File: src/rtl/dabble_pkg.sv
// Shared types and elaboration helpers for the double-dabble BCD converter.
package dabble_pkg;

  // Controller sequencing: one ADJUST/SHIFT pair per operand bit, then FINISH.
  typedef enum logic [1:0] {
    IDLE   = 2'd0,
    ADJUST = 2'd1,
    SHIFT  = 2'd2,
    FINISH = 2'd3
  } dabble_state_t;

  // Iteration counter must hold the value BIN_W itself.
  function automatic int unsigned cnt_width(input int unsigned bin_w);
    return $clog2(bin_w + 1);
  endfunction

  // 10^n, used to check that DIGITS covers the operand range.
  function automatic longint unsigned pow10(input int unsigned n);
    longint unsigned r;
    r = 64'd1;
    for (int unsigned i = 0; i < n; i++) begin
      r = r * 64'd10;
    end
    return r;
  endfunction

endpackage

File: src/rtl/bcd_dabble_ctrl_add3.sv
// Double-dabble digit correction cell: a digit of 5 or more gets 3 added so
// that the following left shift carries correctly into the next decade.
module add3 (
  input  logic [3:0] in_i,
  output logic [3:0] out_o
);

  // Correct the digit ahead of the shift.
  always_comb begin
    out_o = in_i;
    if (in_i >= 4'd5) begin
      out_o = in_i + 4'd3;
    end
  end

endmodule

File: src/rtl/bcd_dabble_ctrl.sv
// Sequential binary-to-BCD converter (shift-and-add-3), with a start/busy/done
// handshake and a held BCD result.
// Optional macro BCD_BLANK_MASK_EN adds a leading-zero blanking mask output.
module bcd_dabble_ctrl
  import dabble_pkg::*;
#(
  parameter int unsigned BIN_W  = 8,
  parameter int unsigned DIGITS = 3
) (
  input  logic                  clk,
  input  logic                  rst_n,
  input  logic                  start,
  input  logic [BIN_W-1:0]      bin_in,
  output logic                  busy,
  output logic                  done,
`ifdef BCD_BLANK_MASK_EN
  output logic [DIGITS-1:0]     blank_mask,
`endif
  output logic [4*DIGITS-1:0]   bcd_out
);

  localparam int unsigned BW = 4 * DIGITS;
  localparam int unsigned WW = BW + BIN_W;
  localparam int unsigned CW = cnt_width(BIN_W);

  localparam longint unsigned MaxBin   = (64'd1 << BIN_W) - 64'd1;
  localparam longint unsigned DecRange = pow10(DIGITS);

  if (DecRange <= MaxBin) begin : g_bad_digits
    $error("bcd_dabble_ctrl: DIGITS too small for BIN_W");
  end

  dabble_state_t   state_q, state_d;
  logic [WW-1:0]   work_q, work_d;     // {bcd_work, bin_work}
  logic [CW-1:0]   cnt_q, cnt_d;
  logic            busy_q, busy_d;
  logic            done_q, done_d;
  logic [BW-1:0]   bcd_q, bcd_d;
  logic [BW-1:0]   bcd_adj;

  // One correction cell per BCD digit of the working register.
  for (genvar g = 0; g < int'(DIGITS); g++) begin : g_add3
    add3 u_add3 (
      .in_i  (work_q[BIN_W + 4*g +: 4]),
      .out_o (bcd_adj[4*g +: 4])
    );
  end

`ifdef BCD_BLANK_MASK_EN
  logic [DIGITS-1:0] mask_q, mask_d, mask_calc;

  // Digit k blanks when it and every higher digit are zero; digit 0 never blanks.
  always_comb begin
    logic hi_zero;
    mask_calc = '0;
    hi_zero   = 1'b1;
    for (int k = int'(DIGITS) - 1; k >= 1; k--) begin
      hi_zero      = hi_zero & (work_q[BIN_W + 4*k +: 4] == 4'd0);
      mask_calc[k] = hi_zero;
    end
  end
`endif

  // Next-state and datapath control.
  always_comb begin
    state_d = state_q;
    work_d  = work_q;
    cnt_d   = cnt_q;
    busy_d  = busy_q;
    done_d  = 1'b0;
    bcd_d   = bcd_q;
`ifdef BCD_BLANK_MASK_EN
    mask_d  = mask_q;
`endif
    unique case (state_q)
      IDLE: begin
        if (start) begin
          work_d  = {{BW{1'b0}}, bin_in};
          cnt_d   = CW'(BIN_W);
          busy_d  = 1'b1;
          state_d = ADJUST;
        end
      end
      ADJUST: begin
        work_d  = {bcd_adj, work_q[BIN_W-1:0]};
        state_d = SHIFT;
      end
      SHIFT: begin
        work_d  = {work_q[WW-2:0], 1'b0};
        cnt_d   = cnt_q - CW'(1);
        state_d = (cnt_q == CW'(1)) ? FINISH : ADJUST;
      end
      FINISH: begin
        bcd_d   = work_q[WW-1 -: BW];
        done_d  = 1'b1;
        busy_d  = 1'b0;
        state_d = IDLE;
`ifdef BCD_BLANK_MASK_EN
        mask_d  = mask_calc;
`endif
      end
      default: begin
        state_d = IDLE;
      end
    endcase
  end

  // State and result registers; reset aborts any running conversion.
  always_ff @(posedge clk or negedge rst_n) begin
    if (!rst_n) begin
      state_q <= IDLE;
      work_q  <= '0;
      cnt_q   <= '0;
      busy_q  <= 1'b0;
      done_q  <= 1'b0;
      bcd_q   <= '0;
`ifdef BCD_BLANK_MASK_EN
      mask_q  <= '0;
`endif
    end else begin
      state_q <= state_d;
      work_q  <= work_d;
      cnt_q   <= cnt_d;
      busy_q  <= busy_d;
      done_q  <= done_d;
      bcd_q   <= bcd_d;
`ifdef BCD_BLANK_MASK_EN
      mask_q  <= mask_d;
`endif
    end
  end

  assign busy    = busy_q;
  assign done    = done_q;
  assign bcd_out = bcd_q;
`ifdef BCD_BLANK_MASK_EN
  assign blank_mask = mask_q;
`endif

endmodule

File: config.mk
export PLATFORM = sky130hd
export DESIGN_NAME = bcd_dabble_ctrl
export DESIGN_NICKNAME = d
export VERILOG_FILES = /design/src/rtl/dabble_pkg.sv /design/src/rtl/bcd_dabble_ctrl_add3.sv /design/src/rtl/bcd_dabble_ctrl.sv
export SDC_FILE = /design/constraint.sdc
export NUM_CORES = 1
export LEC_CHECK = 0
export CAP_MARGIN = 5
export CORE_ASPECT_RATIO = 0.6
export CORE_MARGIN = 4
export CORE_UTILIZATION = 50
export CTS_BUF_LIST = sky130_fd_sc_hd__clkbuf_16
export CTS_CLUSTER_DIAMETER = 100
export DETAILED_ROUTE_END_ITERATION = 10
export PLACE_DENSITY = 0.73
export SLEW_MARGIN = 0
export SYNTH_ARGS = -nofsm -noshare
export SYNTH_HDL_FRONTEND = slang
export SYNTH_SLANG_ARGS = --single-unit
File: constraint.sdc
create_clock -name clk -period 2.1 [get_ports clk]
set_input_delay 0.42 -clock clk [delete_from_list [all_inputs] [get_ports clk]]
set_output_delay 0.42 -clock clk [all_outputs]
set_load 0.03 [all_outputs]
== Word-level counts from Yosys, hierarchy flattened ==
Cells that the tools add are included.

* Bits of input ports: 11
* Register bits: 40
* Output and inout bits: 14
* Logic and storage cells: 48

* Add/subtract/negate cells: 4
* Bitwise operators: 1
* Muxes and demuxes: 13
* Reduce and logical (&&, ||, !) cells: 10
* $lt $le $gt $ge: 3
* Equal/unequal tests: 8

{| class="wikitable"
|+ Operators by type and width
! cell !! number
|-
| $pmux 20 s3 || 1
|-
| $mux 20 || 1
|-
| $mux 4 || 4
|-
| $add 4x2->4 const B || 3
|-
| $ge 4x3->1 const B || 3
|-
| $reduce_and 3->1 || 4
|-
| $pmux 2 s4 || 1
|-
| $pmux 4 s2 || 1
|-
| $ne 2x1->1 const B || 3
|-
| $eq 2x2->1 const B || 2
|-
| $eq 4x1->1 const B || 1
|-
| $mux 2 || 2
|-
| $reduce_and 2->1 || 2
|-
| $reduce_bool 2->1 || 2
|-
| $sub 4x1->4 const B || 1
|-
| $reduce_bool 3->1 || 1
|-
| $eq 2x1->1 const B || 1
|-
| $logic_not 2->1 || 1
|-
| $mux 1 || 2
|-
| $ne 2x2->1 const B || 1
|-
| $pmux 1 s2 || 1
|-
| $not 1->1 || 1
|}

== Logic depth before layout (Yosys ltp) ==
Gate-level depths: netlist of the first run.

* Word-level depth: 3
* Gate-level depth with buffers: 7
* Depth with buffers taken out: 6

== Hierarchy ==
Synthesis of the first run repeated with hierarchy kept, for this count alone.

* Cells, all modules: 204
* Area total of the unflattened synthesis: 2199.6 µm²

{| class="wikitable"
|+ By module, submodules not included
! module !! cells an instance !! times used !! area an instance (µm²) !! sequential area each (µm²)
|-
| bcd_dabble_ctrl || 156 || 1 || 1895.6 || 1001.0
|-
| add3 || 16 || 3 || 101.3 || 0.0
|}

== Least setup slack after synthesis of the first run ==
Ideal clock, no wire load.

* Path type: register -> register
* Start: register state_q[0]
* End: register work_q[18]
* Stages on the path, launching flop included: 7
* Path buffers: 0
* Period minus slack after synthesis: 1615 ps
* Setup slack: 485 ps
* Data arrival time: 1490 ps
* Setup time: 125 ps
* Data required time: 1975 ps
* Cell sequence: dfrtp_1 > inv_1 > ha_1 > nand2b_1 > nand2b_2 > nor2_4 > mux2_2

* Longest elaborated chain between the ends: 3
* Elaborated cells on any way between the ends: 8
* Classes of those cells: 4 x eq/ne; 1 x mux; 3 x reduce/logical

{| class="wikitable"
|+ RTL lines
! what !! RTL line !! RTL
|-
| start, declared || bcd_dabble_ctrl.sv:33 || <nowiki>dabble_state_t state_q, state_d;</nowiki>
|-
| start signal, assigned || bcd_dabble_ctrl.sv:121 || <nowiki>state_q <= state_d;</nowiki>
|-
| $eq 2x1->1, or another cell as far along || bcd_dabble_ctrl.sv:75 || <nowiki>unique case (state_q)</nowiki>
|-
| $ne 2x1->1 (no line), or another cell as far along || - ||
|-
| $reduce_and 3->1 (no line) || - ||
|-
| end signal, assigned || bcd_dabble_ctrl.sv:122 || <nowiki>work_q <= work_d;</nowiki>
|-
| end, declared || bcd_dabble_ctrl.sv:34 || <nowiki>logic [WW-1:0] work_q, work_d;</nowiki>
|}

Several ways; a longest one is shown, not always the timed one.
A chain may end at the register's enable or synchronous reset.

== Worst setup path after layout of the first run ==
* Start: register state_q[0]
* End: register work_q[14]

The elaborated chain is that of the path after synthesis.

==> impl_metrics.yaml, run 1 <==
floorplanning:
  initial_core_util_pct: 54.6
  die_w_um: 91.7
  die_h_um: 58.2
  row_count: 17
  core_region_area_um2: 3850
  ios: 25
  dieArea_um2: 5340
setup_path:
  cpLargestDelayFamily: "simple AND/OR/NAND/NOR gates"
  required_ns: 2.26
  cpMaxStageDelayCell: "ha_1"
  crit_type: "flip-flop to flip-flop"
  slowest_delay_ns: 0.42
  crit_chain: "inv_1 -> ha_1 -> and2_1 -> nand2_1 -> o21ai_0 -> mux2_1"
  startpoint_type: "flip-flop"
  r2r_slack_ns: 0.18
  crit_fanout: 12
  cp.arrival_ns: 2.07
  crit_path_end_kind: "flip-flop"
  cp.buffers_inverters: 1
synthesis:
  yosysTopAreaCellShare_pct: 47.6
  syn_nets: 229
  synth_area_per_cell_um2: 10.2
  syn_area_um2: 2100
  yosysMostFrequentCell: "dfrtp_1"
  synth_top_cells_by_area: "dfrtp_1, mux2_2, ha_1, a21oi_1, o21ai_0"
  synth_compound_area_share_pct: 13.0
  yosysTopAreaCell: "dfrtp_1"
  synth_flop_cell: "dfrtp_1"
  ys_types: 30
  yosysWarnings: 0
  netlist_instances: 206
  synth_fa_ha_area_share_pct: 7.14
  synth_edf_count: 0
  netlist_top_cells_count: "dfrtp_1, a21oi_1, nand2_1"
  synth-seq-cells: 40
  synth-simple-area-share_pct: 15.2
  muxShareOfSynthArea_pct: 12.1
  seq_area_frac_synth_pct: 47.6
  async_flop_share_pct: 100
  yosys.area_share.xor_xnor_pct: 1.25
  synth_top_family_by_area: "simple AND/OR/NAND/NOR gates"
timing:
  fin_setup_tns_ns: 0
  setup_violations: 0
  fin_worst_skew_ns: 0.00632
  hold_ws_ns: 0.180
  period_needed_ns: 1.92
  slew_viol_final: 0
  fin_crit_sh_pct: 91.2
  fmax_ghz: 0.522
  rsz0062_at_grt: "no"
  hold_violations: 0
  max_slew_margin_pct: 66.1
  worst_pin_slew_ns: 0.508
layout:
  multi_input_area_um2: 1020
  final_cells: 293
  layout-drive-gt1-share_pct: 14.0
  num_antenna_cells: 0
  fin_util_pct: 66.9
  fill_cells: 288
  fin_nets: 258
  syn_to_final_growth_pct: 22.4
  final_area_um2: 2570
  seq_area_um2: 1000
placed_design:
  dp.cells: 285
  port-buffer-count: 24
  dp_hpwl_um: 2890
  place_area_um2: 2410
  routabilityCongestion: 0.873
grt:
  grt.overflow.total: 0
  grt.total_usage_pct: 17.0
  antenna_found_initial: 0
  first_global_vias: 1475
  grt_pass1_wl_um: 7130
  grt_max_degree: 41
run:
  max_cap_viol_count: 0
status:
  status: "completed"
detailed_routing:
  drtIter0Drc: 90
  via_count: 1568
  route.detailed.drc: 0
  wl_um: 4220
  via_per_inst: 5.35
  drtAntennaViolNets: 0
  wl_per_cell_um: 14.4
  firstDrtPassIters: 4
clocking:
  cts.clk_slew.worst_paths_ns: 0.06
  cts_max_level: 2
  numCtsBuffers: 5
  postCtsResizedCells: 0
  clk_path_buf_depth: 2
  post-cts-setup-buffers: 0
  cts_sinks: 40
  clock_latency_ns: 0.28
  cts_hold_buf: 0
  cts_tree: "built"
  root_buffer: "clkbuf_16"
power_and_ir_drop:
  vdd_drop_max_mv: 0.766
  powerDensity_nw_per_um2: 1590
  p_leak_uw: 0.00116
worst_hold_path:
  min_path_type: "input pin to asynchronous set/reset pin"
[logic make-up after synthesis]
kind of cell / count (synthesis)
AND/OR/NAND/NOR: 60
adder cells (fa/ha/maj): 12
flip-flops: 40
multiplexers: 23
buffers and inverters: 18
XOR/XNOR: 3
AO/OA/AOI/OAI: 50
[placed cells by master, fill, tap and decap left out, types with 2 or more instances in the layout]
cell,Yosys,layout
dfrtp_1,40,40
a21oi_1,28,28
clkdlybuf4s50_1,0,23
nand2_1,17,17
nor2_1,14,14
o21ai_0,14,14
mux2_2,14,14
inv_1,11,12
ha_1,12,12
nor2b_1,8,8
nand2b_1,7,7
mux2i_1,6,6
clkbuf_16,0,5
buf_4,2,5
nor2_4,4,4
o2111ai_1,3,3
nand4_1,3,3
o211ai_1,3,3
xor2_1,3,3
nand3_1,2,2
mux2_1,2,2
[metal layers]
layer  track usage, %  wire length (µm)
met5                0                 0
met4             5.07                42
met3             4.93               216
met2             22.8              1660
met1             26.1              2300
[path summary, 6_finish.rpt]
path                                             start                      to  cells after the start
worst max-delay path            state_q[0]$_DFFE_PN0P_  work_q[14]$_DFFE_PN0P_                      6
worst min-delay path                             rst_n    cnt_q[2]$_DFFE_PN0P_                      2
worst max register to register  state_q[0]$_DFFE_PN0P_  work_q[14]$_DFFE_PN0P_                      6
worst min register to register   work_q[0]$_DFFE_PN0P_   work_q[0]$_DFFE_PN0P_                      2
max in group asynchronous                        rst_n  work_q[14]$_DFFE_PN0P_                      2
min in group clk                 work_q[0]$_DFFE_PN0P_   work_q[0]$_DFFE_PN0P_                      2
[metrics by stage]
step,worst slack (ns),power [µW]
finish,0.185,4100
global route,0.0458,4400
CTS,0.177,4120
detailed placement,0.108,3250
global placement,0.137,3230
floorplan,0.485,2710
[sequential cells by signal (all words and copies together) (netlist names)]
signal,flops
work_q,20
busy,1
cnt_q,4
state_q,2
done,1
bcd_out,12
[final cells by class]
type,instances,area share [%]
Clock buffer,5,4.86
Inverter,11,1.60
Clock inverter,3,1.51
Multi-Input combinational cell,148,39.8
Timing Repair Buffer,29,10.6
Tap cell,57,2.77
Sequential cell,40,38.9
[worst register-to-register path, stage by stage, from the launching register on]
cell and delay [ns]:
dfrtp_1 0.40, inv_1 0.09, ha_1 0.42, and2_1 0.36, nand2_1 0.13, o21ai_0 0.09, mux2_1 0.30
[power by group]
| part | internal, µW | switching (µW) | total (µW) |
|---|---|---|---|
| clock network | 553 | 290 | 844 |
| logic | 817 | 1160 | 1980 |
| registers | 1050 | 220 | 1270 |
Note: power is estimated with default switching activity, not from simulation.
==> inputs of run 2 (changes only) <==
Settings changed: CAP_MARGIN 5 to 20, CTS_CLUSTER_SIZE from default to 14.
==> results of run 2 <==
Same layout as run 1: the final DEF is identical, and so are final timing and power.
